### src/rtl/eprisc_bus_arbiter_pkg.sv
// Shared constants and types for the epRISC system-bus arbiter.
// State encodings, owner codes and the abort read-data pattern live here
// so the arbiter top and its selection sub-block agree on them.
package eprisc_bus_arbiter_pkg;

    // Arbiter FSM state encodings
    localparam logic [1:0] S_ARB_IDLE = 2'd0;
    localparam logic [1:0] S_ARB_BUSY = 2'd1;
    localparam logic [1:0] S_ARB_DONE = 2'd2;

    // Owner codes as reported on oOwner
    localparam logic ARB_OWNER_CORE = 1'b0;
    localparam logic ARB_OWNER_DMA  = 1'b1;

    // Read data returned to the owner when a memory cycle is aborted
    localparam logic [31:0] ARB_ABORT_DATA = 32'h0BAD_C0DE;

    // One requester's transaction as latched at arbitration
    typedef struct packed {
        logic        write;
        logic [31:0] addr;
        logic [31:0] wdata;
    } bus_req_t;

    // Pick the winning requester's transaction fields
    function automatic bus_req_t pick_req(input logic     dma_sel,
                                          input bus_req_t core_req,
                                          input bus_req_t dma_req);
        return dma_sel ? dma_req : core_req;
    endfunction

endpackage

### src/rtl/eprisc_arb_select.sv
// Winner selection for the epRISC bus arbiter.
// Fixed priority to the core, overridden in favour of the DMA master once
// the core has won pMaxConsec arbitrations in a row while DMA was waiting.
module eprisc_arb_select
    import eprisc_bus_arbiter_pkg::*;
#(
    parameter int pMaxConsec = 4
) (
    input  logic iClk,
    input  logic iRst,
    input  logic core_req,
    input  logic dma_req,
    input  logic grant,
    output logic dma_wins
);

    localparam logic [3:0] MAX_CONSEC = 4'(pMaxConsec);

    // Consecutive core wins while DMA was requesting, saturating
    logic [3:0] starve;

    // DMA wins when it is alone, or when it has been starved long enough
    assign dma_wins = dma_req && (!core_req || (starve == MAX_CONSEC));

    // Starvation counter update, applied only on an actual grant
    always_ff @(posedge iClk) begin
        // NOTE: sequential state uses non-blocking assignments so every
        // register in the design samples the same pre-edge values.
        if (iRst) begin
            starve <= '0;
        end else if (grant) begin
            if (dma_wins || !dma_req) begin
                starve <= '0;
            end else if (starve != MAX_CONSEC) begin
                starve <= starve + 4'd1;
            end
        end
    end

endmodule

### src/rtl/eprisc_bus_arbiter.sv
// Two-master arbiter for the single epRISC system memory bus.
// The core has priority; a starvation counter guarantees DMA progress and a
// BUSY-cycle timer aborts hung memory cycles so no requester deadlocks.
// Each transaction takes IDLE (arbitrate/latch), BUSY (memory cycle with
// optional wait states) and DONE (one-cycle ack to the owner).
module eprisc_bus_arbiter
    import eprisc_bus_arbiter_pkg::*;
#(
    parameter int pMaxConsec = 4,
    parameter int pTimeout   = 64
) (
    input  logic        iClk,
    input  logic        iRst,

    input  logic        iCoreReq,
    input  logic        iCoreWrite,
    input  logic [31:0] iCoreAddr,
    input  logic [31:0] iCoreWData,
    output logic [31:0] oCoreRData,
    output logic        oCoreAck,

    input  logic        iDmaReq,
    input  logic        iDmaWrite,
    input  logic [31:0] iDmaAddr,
    input  logic [31:0] iDmaWData,
    output logic [31:0] oDmaRData,
    output logic        oDmaAck,

    output logic        oMemEn,
    output logic        oMemWrite,
    output logic [31:0] oMemAddr,
    output logic [31:0] oMemWData,
    input  logic [31:0] iMemRData,
    input  logic        iMemReady,

    output logic        oErr,
    output logic        oOwner
);

    localparam bit         TIMEOUT_EN = (pTimeout != 0);
    localparam logic [7:0] TIMER_LAST = TIMEOUT_EN ? 8'(pTimeout - 1) : 8'd0;

    logic [1:0]  state;
    logic        owner;
    bus_req_t    req_q;
    logic [7:0]  timer;

    logic [31:0] core_rdata;
    logic [31:0] dma_rdata;
    logic        core_ack;
    logic        dma_ack;
    logic        err;

    bus_req_t    core_req;
    bus_req_t    dma_req;
    logic        grant;
    logic        dma_wins;
    logic        busy;
    logic        timeout_hit;
    logic        complete;

    assign core_req = '{write: iCoreWrite, addr: iCoreAddr, wdata: iCoreWData};
    assign dma_req  = '{write: iDmaWrite,  addr: iDmaAddr,  wdata: iDmaWData};

    // Arbitration only happens from IDLE with at least one request pending
    assign grant = (state == S_ARB_IDLE) && (iCoreReq || iDmaReq);
    assign busy  = (state == S_ARB_BUSY);

    // Last permitted BUSY cycle passed without ready; ready always wins a tie
    assign timeout_hit = TIMEOUT_EN && busy && !iMemReady && (timer == TIMER_LAST);
    assign complete    = busy && (iMemReady || timeout_hit);

    eprisc_arb_select #(
        .pMaxConsec (pMaxConsec)
    ) u_select (
        .iClk     (iClk),
        .iRst     (iRst),
        .core_req (iCoreReq),
        .dma_req  (iDmaReq),
        .grant    (grant),
        .dma_wins (dma_wins)
    );

    // FSM sequencing, transaction latch and BUSY-cycle timer
    always_ff @(posedge iClk) begin
        if (iRst) begin
            state <= S_ARB_IDLE;
            owner <= ARB_OWNER_CORE;
            req_q <= '0;
            timer <= '0;
        end else begin
            case (state)
                S_ARB_IDLE: begin
                    if (grant) begin
                        owner <= dma_wins ? ARB_OWNER_DMA : ARB_OWNER_CORE;
                        req_q <= pick_req(dma_wins, core_req, dma_req);
                        timer <= '0;
                        state <= S_ARB_BUSY;
                    end
                end
                S_ARB_BUSY: begin
                    if (complete) begin
                        state <= S_ARB_DONE;
                    end else if (timer != 8'hFF) begin
                        timer <= timer + 8'd1;
                    end
                end
                S_ARB_DONE: begin
                    state <= S_ARB_IDLE;
                end
                default: begin
                    state <= S_ARB_IDLE;
                end
            endcase
        end
    end

    // Completion: steer read data or the abort code to the owner, pulse ack/err
    always_ff @(posedge iClk) begin
        if (iRst) begin
            core_rdata <= '0;
            dma_rdata  <= '0;
            core_ack   <= 1'b0;
            dma_ack    <= 1'b0;
            err        <= 1'b0;
        end else begin
            core_ack <= complete && (owner == ARB_OWNER_CORE);
            dma_ack  <= complete && (owner == ARB_OWNER_DMA);
            err      <= timeout_hit;
            if (timeout_hit) begin
                if (owner == ARB_OWNER_DMA) begin
                    dma_rdata <= ARB_ABORT_DATA;
                end else begin
                    core_rdata <= ARB_ABORT_DATA;
                end
            end else if (complete && !req_q.write) begin
                if (owner == ARB_OWNER_DMA) begin
                    dma_rdata <= iMemRData;
                end else begin
                    core_rdata <= iMemRData;
                end
            end
        end
    end

    // Memory port: latched transaction during BUSY, quiet otherwise
    always_comb begin
        // NOTE: every output gets a default before the condition, so no path
        // leaves a value unassigned and no latch is inferred.
        oMemEn    = 1'b0;
        oMemWrite = 1'b0;
        oMemAddr  = '0;
        oMemWData = '0;
        if (busy) begin
            oMemEn    = 1'b1;
            oMemWrite = req_q.write;
            oMemAddr  = req_q.addr;
            oMemWData = req_q.wdata;
        end
    end

    assign oCoreRData = core_rdata;
    assign oDmaRData  = dma_rdata;
    assign oCoreAck   = core_ack;
    assign oDmaAck    = dma_ack;
    assign oErr       = err;
    assign oOwner     = owner;

endmodule

### config.mk
export PLATFORM = sky130hd
export DESIGN_NAME = eprisc_bus_arbiter
export DESIGN_NICKNAME = d
export VERILOG_FILES = /design/src/rtl/eprisc_bus_arbiter_pkg.sv /design/src/rtl/eprisc_arb_select.sv /design/src/rtl/eprisc_bus_arbiter.sv
export SDC_FILE = /design/constraint.sdc
export NUM_CORES = 1
export LEC_CHECK = 0
export ABC_AREA = 1
export BUFFER_PORTS_ARGS = -buffer_cell sky130_fd_sc_hd__buf_2
export CORE_ASPECT_RATIO = 0.75
export CORE_MARGIN = 5
export CORE_UTILIZATION = 35
export CTS_CLUSTER_DIAMETER = 200
export CTS_CLUSTER_SIZE = 20
export DETAILED_ROUTE_END_ITERATION = 12
export PLACE_DENSITY = 0.69
export SETUP_SLACK_MARGIN = 0.1
export SYNTH_ARGS = -nofsm -noshare
export SYNTH_HDL_FRONTEND = slang
export SYNTH_HIERARCHICAL = 1
export SYNTH_SLANG_ARGS = --single-unit
### constraint.sdc
create_clock -name iClk -period 4.4 [get_ports iClk]
set_clock_uncertainty 0.05 [all_clocks]
set_input_delay 0.22 -clock iClk [delete_from_list [all_inputs] [get_ports iClk]]
set_output_delay 0.22 -clock iClk [all_outputs]
set_load 0.005 [all_outputs]
==> results, run 1 <==
- Buffers added to address setup during post-CTS repair amount to 0.
- The cell taking the most area after synthesis is dfxtp_1.
- The number of buffers between clock root and the deepest sink is 2.
- The clock net in this run drives a total of 147 sinks.
- The most numerous cell type found on the critical path is a21oi_1.
- The area growth from synthesis to layout is 30.0%.
- The number of nets with antenna violations after detailed routing is 0.
- The via count of the first global-routing pass was 6885.
- The core footprint is 20400 sq um.
- In this run, synthesis produced a sequential element count of 147.
- In this run, synthesis inferred 0 flip-flops with an integrated enable.
- In this run the number of H-tree levels came out at 4.
- Power spread over the standard cell area amounts to 390 nW/um^2.
- The max-slew violation count was 0.
- Once detailed placement completed, the half-perimeter wirelength came to 15900 um.
- The synthesized-area fraction occupied by ao, oa, aoi and oai cells is 0.192.
- In the final layout, flip-flops and latches occupy 2940 sq um.
- The final number of hold-violating endpoints is 0.
- The portion of netlist area occupied by mux cells is 0.
- The die width is 177 um.
- The share of the Yosys chip area taken by registers is 0.404.
- The net switching power figure is 1100 uW.
- The beginning of the worst register-to-register path is u_select/starve[0]$_SDFFE_PP0P_.
- The worst reg-to-reg setup slack is 1.91 ns.
- TritonCTS built the clock tree.
- The share of total power dissipated in combinational logic is 0.162.
- The worst setup path is launched from a flop.
- The post-synthesis average cell area is 6.66 sq um.
- For this block, the routed nets add up to 21900 um of wire.
- The overall fraction of global-route tracks in use is 0.176.
- The category of the critical setup timing path is flop to flop.
- After detailed routing, the average wire length per cell comes to 13.4 um.
- The final route contains 7510 vias.
- Of the total synthesized cell area, the portion taken by XOR and XNOR cells is 0.00601.
- The final weighted congestion in routability-driven placement is 0.827.
- Of the total synthesized cell area, the portion taken by full adders, half adders and majority gates is 0.00515.
- The critical path arrival is 2.69 ns.
- For this configuration, the core starts out at a cell density of 0.358.
- In the finished design, the share of the clock period the worst path needs comes to 0.566.
- The power share of the sequential group is 0.403.
- The maximum number of pins on one net before global-route repair is 129.
- The maximum net fanout on the critical path is 39.
- During synthesis, Yosys emitted a total of 6 warnings.
- The main combinational cell family by area after synthesis is simple AND/OR/NAND/NOR gates.
- The root buffer selected by CTS is clkbuf_16.
- The max capacitance violation total is 0.
- The net count after synthesis is 1264.
- The signal on the critical path passes through inv_1 -> ha_1 -> nand3_1 -> a21boi_4 -> buf_4 -> nor2_1 -> a21oi_1 -> a21oi_1.
- The gate count of the mapped netlist is 1094.
- STA classifies the critical path endpoint as a flop.
- The count of endpoints failing setup in the final report is 0.
- The number of cells on the worst reg-to-reg path is 8.
- Counting both buffers and inverters, the worst setup path holds a total of 2.
- The post-cts sizing count is 0.
- Yosys mapped the design onto 29 distinct sky130hd cell types.
- The cell internal power dissipation is 2600 uW.
- The pin slew with the least headroom to its limit is 1.10 ns.
- The initial DRC count is 488.
- The synthesized-area fraction occupied by and/or/nand/nor cells is 0.251.
- From bottom edge to top edge, the die measures 135 um.
- In the final layout, the multi-input gates occupy 3320 sq um.
- The worst voltage drop across the vdd grid is 231 uV.
- The final net count is 1513.
- After detailed routing, the number of vias per cell comes to 4.58.
- For this design the static power due to leakage is 0.00477 uW.
- The clock-pin slew on the worst setup and hold paths is 0.07 ns.
- By instance count, the leading cell after synthesis is nor2_1.
- The ratio of cells with drive above 1 in the final layout is 0.282.
- Setup repair after global routing left no endpoint under its margin.
- The number of antenna violations at the first check in global routing is 0.
- The worst setup path endpoint is req_q[47]$_SDFFE_PP0P_.
- The antenna diode instance count is 0.
- In the synthesized netlist, the cells that appear most often are 222 x nor2_1, 202 x a21oi_1, 150 x inv_1, 147 x dfxtp_1, 109 x nand2_1.
- The required time at the endpoint of the critical path is 4.60 ns.
- The area of the die is 23800 sq um.
- After routing, the total negative slack on setup checks comes to 0 ns.
- The achievable frequency is 0.402 GHz.
- Of the total power, the share spent switching nets is 0.297.
- The largest individual stage delay along the critical path comes from the cell a21boi_4.
- The maximum single-stage delay on the critical path is 0.84 ns.
- The later pin in the worst-skew pair is clocked with a latency of 0.42 ns.
- The worst pin sits at a relative slew slack of 0.265.
- The end-of-flow core utilization is 0.465.
- The worst reg2reg path endpoint is req_q[47]$_SDFFE_PP0P_.
- The top cell family by delay on the critical path is compound AO/OA/AOI/OAI gates.
- The startpoint of the worst setup timing path is u_select/starve[0]$_SDFFE_PP0P_.
- The filler cell count is 2172.
- The class of the tightest hold or removal check is input pin to flop.
- The minimum clock period is 2.49 ns.
- Summing every instance area after synthesis gives 7290 sq um.
- For this run, design rule violations remaining after detail routing come to 0.
- In this run, CTS created clock tree buffers numbering 17.
- The total overflow reported by the global router is 0.
- The clock network fraction of design power is 0.435.
- The async set-reset flop share out of synthesis is 0.
- For this design the top-level I/O count stands at 301.
- Hold repair after CTS inserted 0 buffers.
- The critical path crosses 8 cells after its start point.
- The floorplan has 45 rows.
- Sorting the synthesized cells by area gives the leading types as dfxtp_1 40%, a21oi_1 14%, nor2_1 11%, inv_1 7.7%, nand2_1 5.6%.
- The first-pass GRT wire length is 34100 um.
- The share of the synthesized area in the top cell type is 0.404.
- The top flip-flop cell by instance count after synthesis is dfxtp_1.
- The first-pass iteration count of the detailed router is 5.
- The number of port buffers is 300.
- The flow ran to the end, and the final reports show no timing, DRC or antenna violations.
state kept, by name, summed over array words and instances (netlist names):
register	cells
req_q	65
u_select/starve	4
oErr	1
oCoreRData	32
timer	8
oCoreAck	1
oDmaAck	1
state	2
oOwner	1
oDmaRData	32
cell families (layout without fill, tap and decap cells):
group,count (synthesis),in the layout
compound gates,274,274
xor+xnor,5,5
fa+ha+maj,3,3
buf+inv,234,496
flops,147,147
simple gates,431,431
power groups by stage:
| stage | Sequential, uW | Clock [uW] | Combinational [uW] |
|---|---|---|---|
| 4_1_cts | 1490 | 1640 | 604 |
| 5_1_grt | 1500 | 1700 | 680 |
| 6_report | 1490 | 1610 | 598 |
| 3_5_place_dp | 1520 | 0 | 601 |
| 2_1_floorplan | 1510 | 0 | 394 |
| 3_3_place_gp | 1510 | 0 | 594 |
cells in the final DEF, fill, tap and decap left out, types with 2 or more instances in the layout:
cell type	instances
clkbuf_16	17
inv_6	2
clkinv_2	2
xor2_1	3
inv_1	147
bufinv_16	3
buf_2	300
nand2_2	3
o21ai_0	68
buf_4	11
nand3_1	69
a21oi_1	202
nor2_2	16
nor2_1	222
inv_8	5
nand3_2	8
clkinv_8	4
xnor2_1	2
nand2_1	108
dfxtp_1	146
buf_12	2
ha_1	3
how the worst min path moves through the flow:
stage / slack (ns) / endpoint / start / depth (start not counted)
2_1_floorplan: 0.37 / req_q[2]$_SDFFE_PP0P_ / iDmaWData[2] / 2
3_3_place_gp: 0.41 / oCoreRData[12]$_SDFFE_PP0P_ / oCoreRData[12]$_SDFFE_PP0P_ / 2
3_5_place_dp: 0.42 / oCoreRData[6]$_SDFFE_PP0P_ / oCoreRData[6]$_SDFFE_PP0P_ / 2
4_1_cts: 0.02 / req_q[28]$_SDFFE_PP0P_ / iDmaWData[28] / 3
5_1_grt: 0.02 / req_q[37]$_SDFFE_PP0P_ / iDmaAddr[5] / 3
6_report: 0.03 / req_q[46]$_SDFFE_PP0P_ / iDmaAddr[14] / 3
final cells by class:
class,count,area share
clock buffers,17,0.0449
flip-flops and latches,147,0.311
inverters,151,0.0606
clock inverters,15,0.0250
multi-input cells,713,0.350
well taps,282,0.0372
repair buffers,313,0.171
worst min-delay path, stage by stage:
cell and delay, ns:
buf_2 0.08, a21oi_1 0.05, a21oi_1 0.12
per-stage QoR:
step	hold WS [ns]	total power, uW	cell area, sq um	cells	worst slack, ns
after floorplan	0.365	1900	7290	1094	2.62
after global placement	0.406	2110	8810	1606	1.93
after detailed placement	0.415	2120	8810	1606	1.90
after CTS	0.0154	3730	9480	1638	1.89
after global routing	0.0205	3890	9480	1638	1.73
final	0.0345	3690	9480	1638	1.91
layer usage:
layer,up-vias,global-route usage,wire length (um)
li1,3953,-,-
met1,3343,0.227,9680
met2,192,0.290,10500
met3,22,0.0526,1400
met4,0,0.0451,317
met5,-,0,0
Power figures use the tool's default switching activity.
==> inputs of run 2 (changes only) <==
clock period = 2.39 ns   (was 4.4 ns; I/O delays follow)
==> run 2 against run 1 <==
Sequential share of layout area fell by 2.8 points. Count of clock-buffer cells in the layout did not move. Global-route usage rose by 1.5 points. Core utilization rose by 4.6 points. First-iteration DRC count fell by 1.8%. Combinational power rose by 110%. Non-clock buffer count rose by 94. Register-to-register slack got worse by 1.5 ns. Setup slack got worse by 1.6 ns. Critical path depth fell by 3. Sequential power rose by 84%. Critical path type is now flop to output port.
==> results, run 2 (synthesis gave the netlist of run 1 again) <==
- The flow ran to the end, and the final reports show no timing, DRC or antenna violations.
- After legalization and detailed placement, the total HPWL measured 16000 um.
- The post-route clock period utilization is 0.861.
- The worst voltage drop across the vdd grid is 382 uV.
- In this run the power density over the cells is 655 nW/um^2.
- The starting utilization of the core area is 0.358.
- The global-route met3 utilization is 0.0571.
- The setup check on the worst reg-to-reg path leaves a slack of 0.38 ns.
- Dividing the detail-routed via count by the number of cells gives 4.62.
- The critical path capture point type is an output port.
- After clock tree synthesis, the clock-pin slew on the worst setup and hold paths is 0.07 ns.
- Along the worst path, the maximum fanout reaches 72.
- The number of port buffers is 300.
- The critical path goes through inv_1 -> nand2_2 -> buf_4 -> nor2_1 -> buf_2.
- The via count of the first global-routing pass is 7527.
- The category of the critical setup timing path is flop to output port.
- The class of the tightest hold or removal check is input pin to flop.
- At the end of routability-driven placement, the weighted congestion stood at 0.856.
- The routed layout has 8005 vias.
- The floorplan step defined a die boundary enclosing 23800 sq um.
- The global routing stage identified its most utilized layer as met2.
- The final number of hold-violating endpoints is 0.
- The tree built by TritonCTS fans out to 147 sinks.
- The final-layout worst hold slack is 0.0111 ns.
- Once layout is complete, the cells apart from fillers number 1733.
- STA classifies the critical path startpoint as a flop.
- The count of nets left with antenna violations once routing finished came out at 0.
- The area growth from synthesis to layout is 42.9%.
- The routed design could run at a clock period as short as 2.06 ns.
- The standby leakage power is 0.00517 uW.
- The final sum of negative setup slack is 0 ns.
- The root buffer selected by CTS is clkbuf_16.
- The first routing iteration left 479 violations.
- The endpoint identified for the worst register-to-register timing path is oDmaRData[0]$_SDFFE_PP0P_.
- The register with the most flip-flops in the layout has 65 of them.
- From left edge to right edge, the die measures 177 um.
- The max capacitance violation total is 0.
- At the placement stage, the worst setup path has a slack of 0.398 ns.
- The number of buffers between clock root and the deepest sink is 2.
- Setup repair after global routing left no endpoint under its margin.
- At the worst endpoint, the arrival time is 1.89 ns.
- The count of endpoints failing setup in the final report is 0.
- The pin slew with the least headroom to its limit is 0.822 ns.
- In the layout the commonest cells are 300 x buf_2, 222 x nor2_1, 202 x a21oi_1.
- The number of cells on the worst hold path is 5.
- The library cell used most frequently in the layout, excluding fill and tap cells, is buf_2.
- The maximum level of the CTS H-tree is 4.
- On the worst path, the slowest cell contributes a delay of 0.62 ns.
- The worst hold path startpoint is iMemRData[13].
- Static timing analysis puts the maximum clock frequency at 0.486 GHz.
- For this run, global-route usage on met1 was measured as 0.233.
- The max-slew violation count came to 0.
- The detailed-route wire length is 23800 um.
- Once the clock tree was built, the resizer swapped 0 gates to a different size.
- The number of buffers inserted during clock tree synthesis is 17.
- The library cell contributing the largest single delay on the critical path is buf_4.
- The first global-routing pass estimated 37300 um of wire.
- The core footprint is 20400 sq um.
- The number of antenna violations at the first check in global routing is 0.
- The count of boundary I/O pins is 301.
- The filler cell count is 2013.
- For this run, the detailed router's first-pass iteration total came to 5.
- The global routing met2 resource utilization is 0.323.
- Entering global routing, the biggest net connects 73 pins.
- The required time at the endpoint of the critical path is 2.22 ns.
- Setup slack on the critical path of the routed design comes to 0.333 ns.
- After detailed routing, the average wire length per cell comes to 13.7 um.
- After the last flow step, the layout net total stands at 1607.
- The worst register-to-register path begins at timer[0]$_SDFFE_PP0P_.
- The worst min-delay path endpoint is oCoreRData[13]$_SDFFE_PP0P_.
- The headroom to the max-slew limit is 0.452.
- The ratio of cells with drive above 1 in the final layout is 0.270.
- The clock tree from TritonCTS is built.
- The register with the most flip-flops in the final layout is req_q.
- The remaining design rule violation count is 0.
- From bottom edge to top edge, the die measures 135 um.
- For this run, the total global-route usage over all layers was measured as 0.192.
- Counting cells, the worst reg-to-reg path comes to 9.
- The number of cell rows is 45.
- The number of placed instances, taps included, is 1615.
- The clock latency on the worst-skew pair is 0.42 ns.
- The total overflow reported by the global router is 0.
[run 2: changes by cell type in the layout (fill, tap and decap cells not counted), sizes merged]
| cell | previous run | this run |
|---|---|---|
| dlygate4sd3 | 0 | 85 |
| buf | 313 | 322 |
| clkinv | 7 | 5 |
| inv | 155 | 157 |
| bufinv | 3 | 2 |
| clkinvlp | 1 | 2 |
| diode | 0 | 1 |
[run 2: report_power, final]
| part | total, uW | leakage [uW] | internal [uW] | switching (uW) |
|---|---|---|---|---|
| Combinational | 1270 | 0.00367 | 554 | 719 |
| Sequential | 2740 | 0.00121 | 2640 | 102 |
| Clock | 2800 | 0.000296 | 1590 | 1210 |
| Total | 6820 | 0.00517 | 4790 | 2030 |
[run 2: final cells by class]
class,count,area (sq um),area share
Clock buffer,17,425,0.0409
Inverter,151,574,0.0552
Clock inverter,15,189,0.0181
Antenna cell,1,2.50,0.000240
Tap cell,282,353,0.0339
Multi-Input combinational cell,713,3320,0.319
Sequential cell,147,2940,0.283
Timing Repair Buffer,407,2610,0.250
[run 2: worst max-delay path by stage]
stage	startpoint	end	slack [ns]
5_1_grt	state[1]$_SDFFE_PP0P_	oMemWData[6]	0.15
4_1_cts	state[1]$_SDFFE_PP0P_	oMemWData[6]	0.26
6_report	state[1]$_SDFFE_PP0P_	oMemWData[14]	0.33
3_3_place_gp	u_select/starve[0]$_SDFFE_PP0P_	req_q[7]$_SDFFE_PP0P_	0.43
2_1_floorplan	u_select/starve[0]$_SDFFE_PP0P_	req_q[56]$_SDFFE_PP0P_	0.61
3_5_place_dp	timer[0]$_SDFFE_PP0P_	oDmaRData[0]$_SDFFE_PP0P_	0.40
[run 2: critical path: cells and delay by family (launching register included)]
| family | cells | cell delay (ns) |
|---|---|---|
| simple gates | 2 | 0.24 |
| buf+inv | 3 | 0.84 |
| flops | 1 | 0.33 |
[run 2: repair_timing]
item | CTS | global route
buffers inserted | 0 | 0
hold buffers | 85 | 0
hold endpoints to repair | 103 | 0
[run 2: metrics by stage]
| stage | util | power, uW | cell area [sq um] |
|---|---|---|---|
| finish | 0.511 | 6820 | 10400 |
| global placement | 0.439 | 3940 | 8940 |
| global route | 0.511 | 7160 | 10400 |
| floorplan | - | 3500 | 7290 |
| detailed placement | 0.439 | 3950 | 8940 |
| CTS | 0.511 | 6890 | 10400 |
[run 2: routing by layer]
metal / vias to the layer above / routed length [um]
met4: 0 / 621
met2: 254 / 11600
met5: - / 0
met3: 46 / 1670
met1: 3561 / 9980
li1: 4144 / -
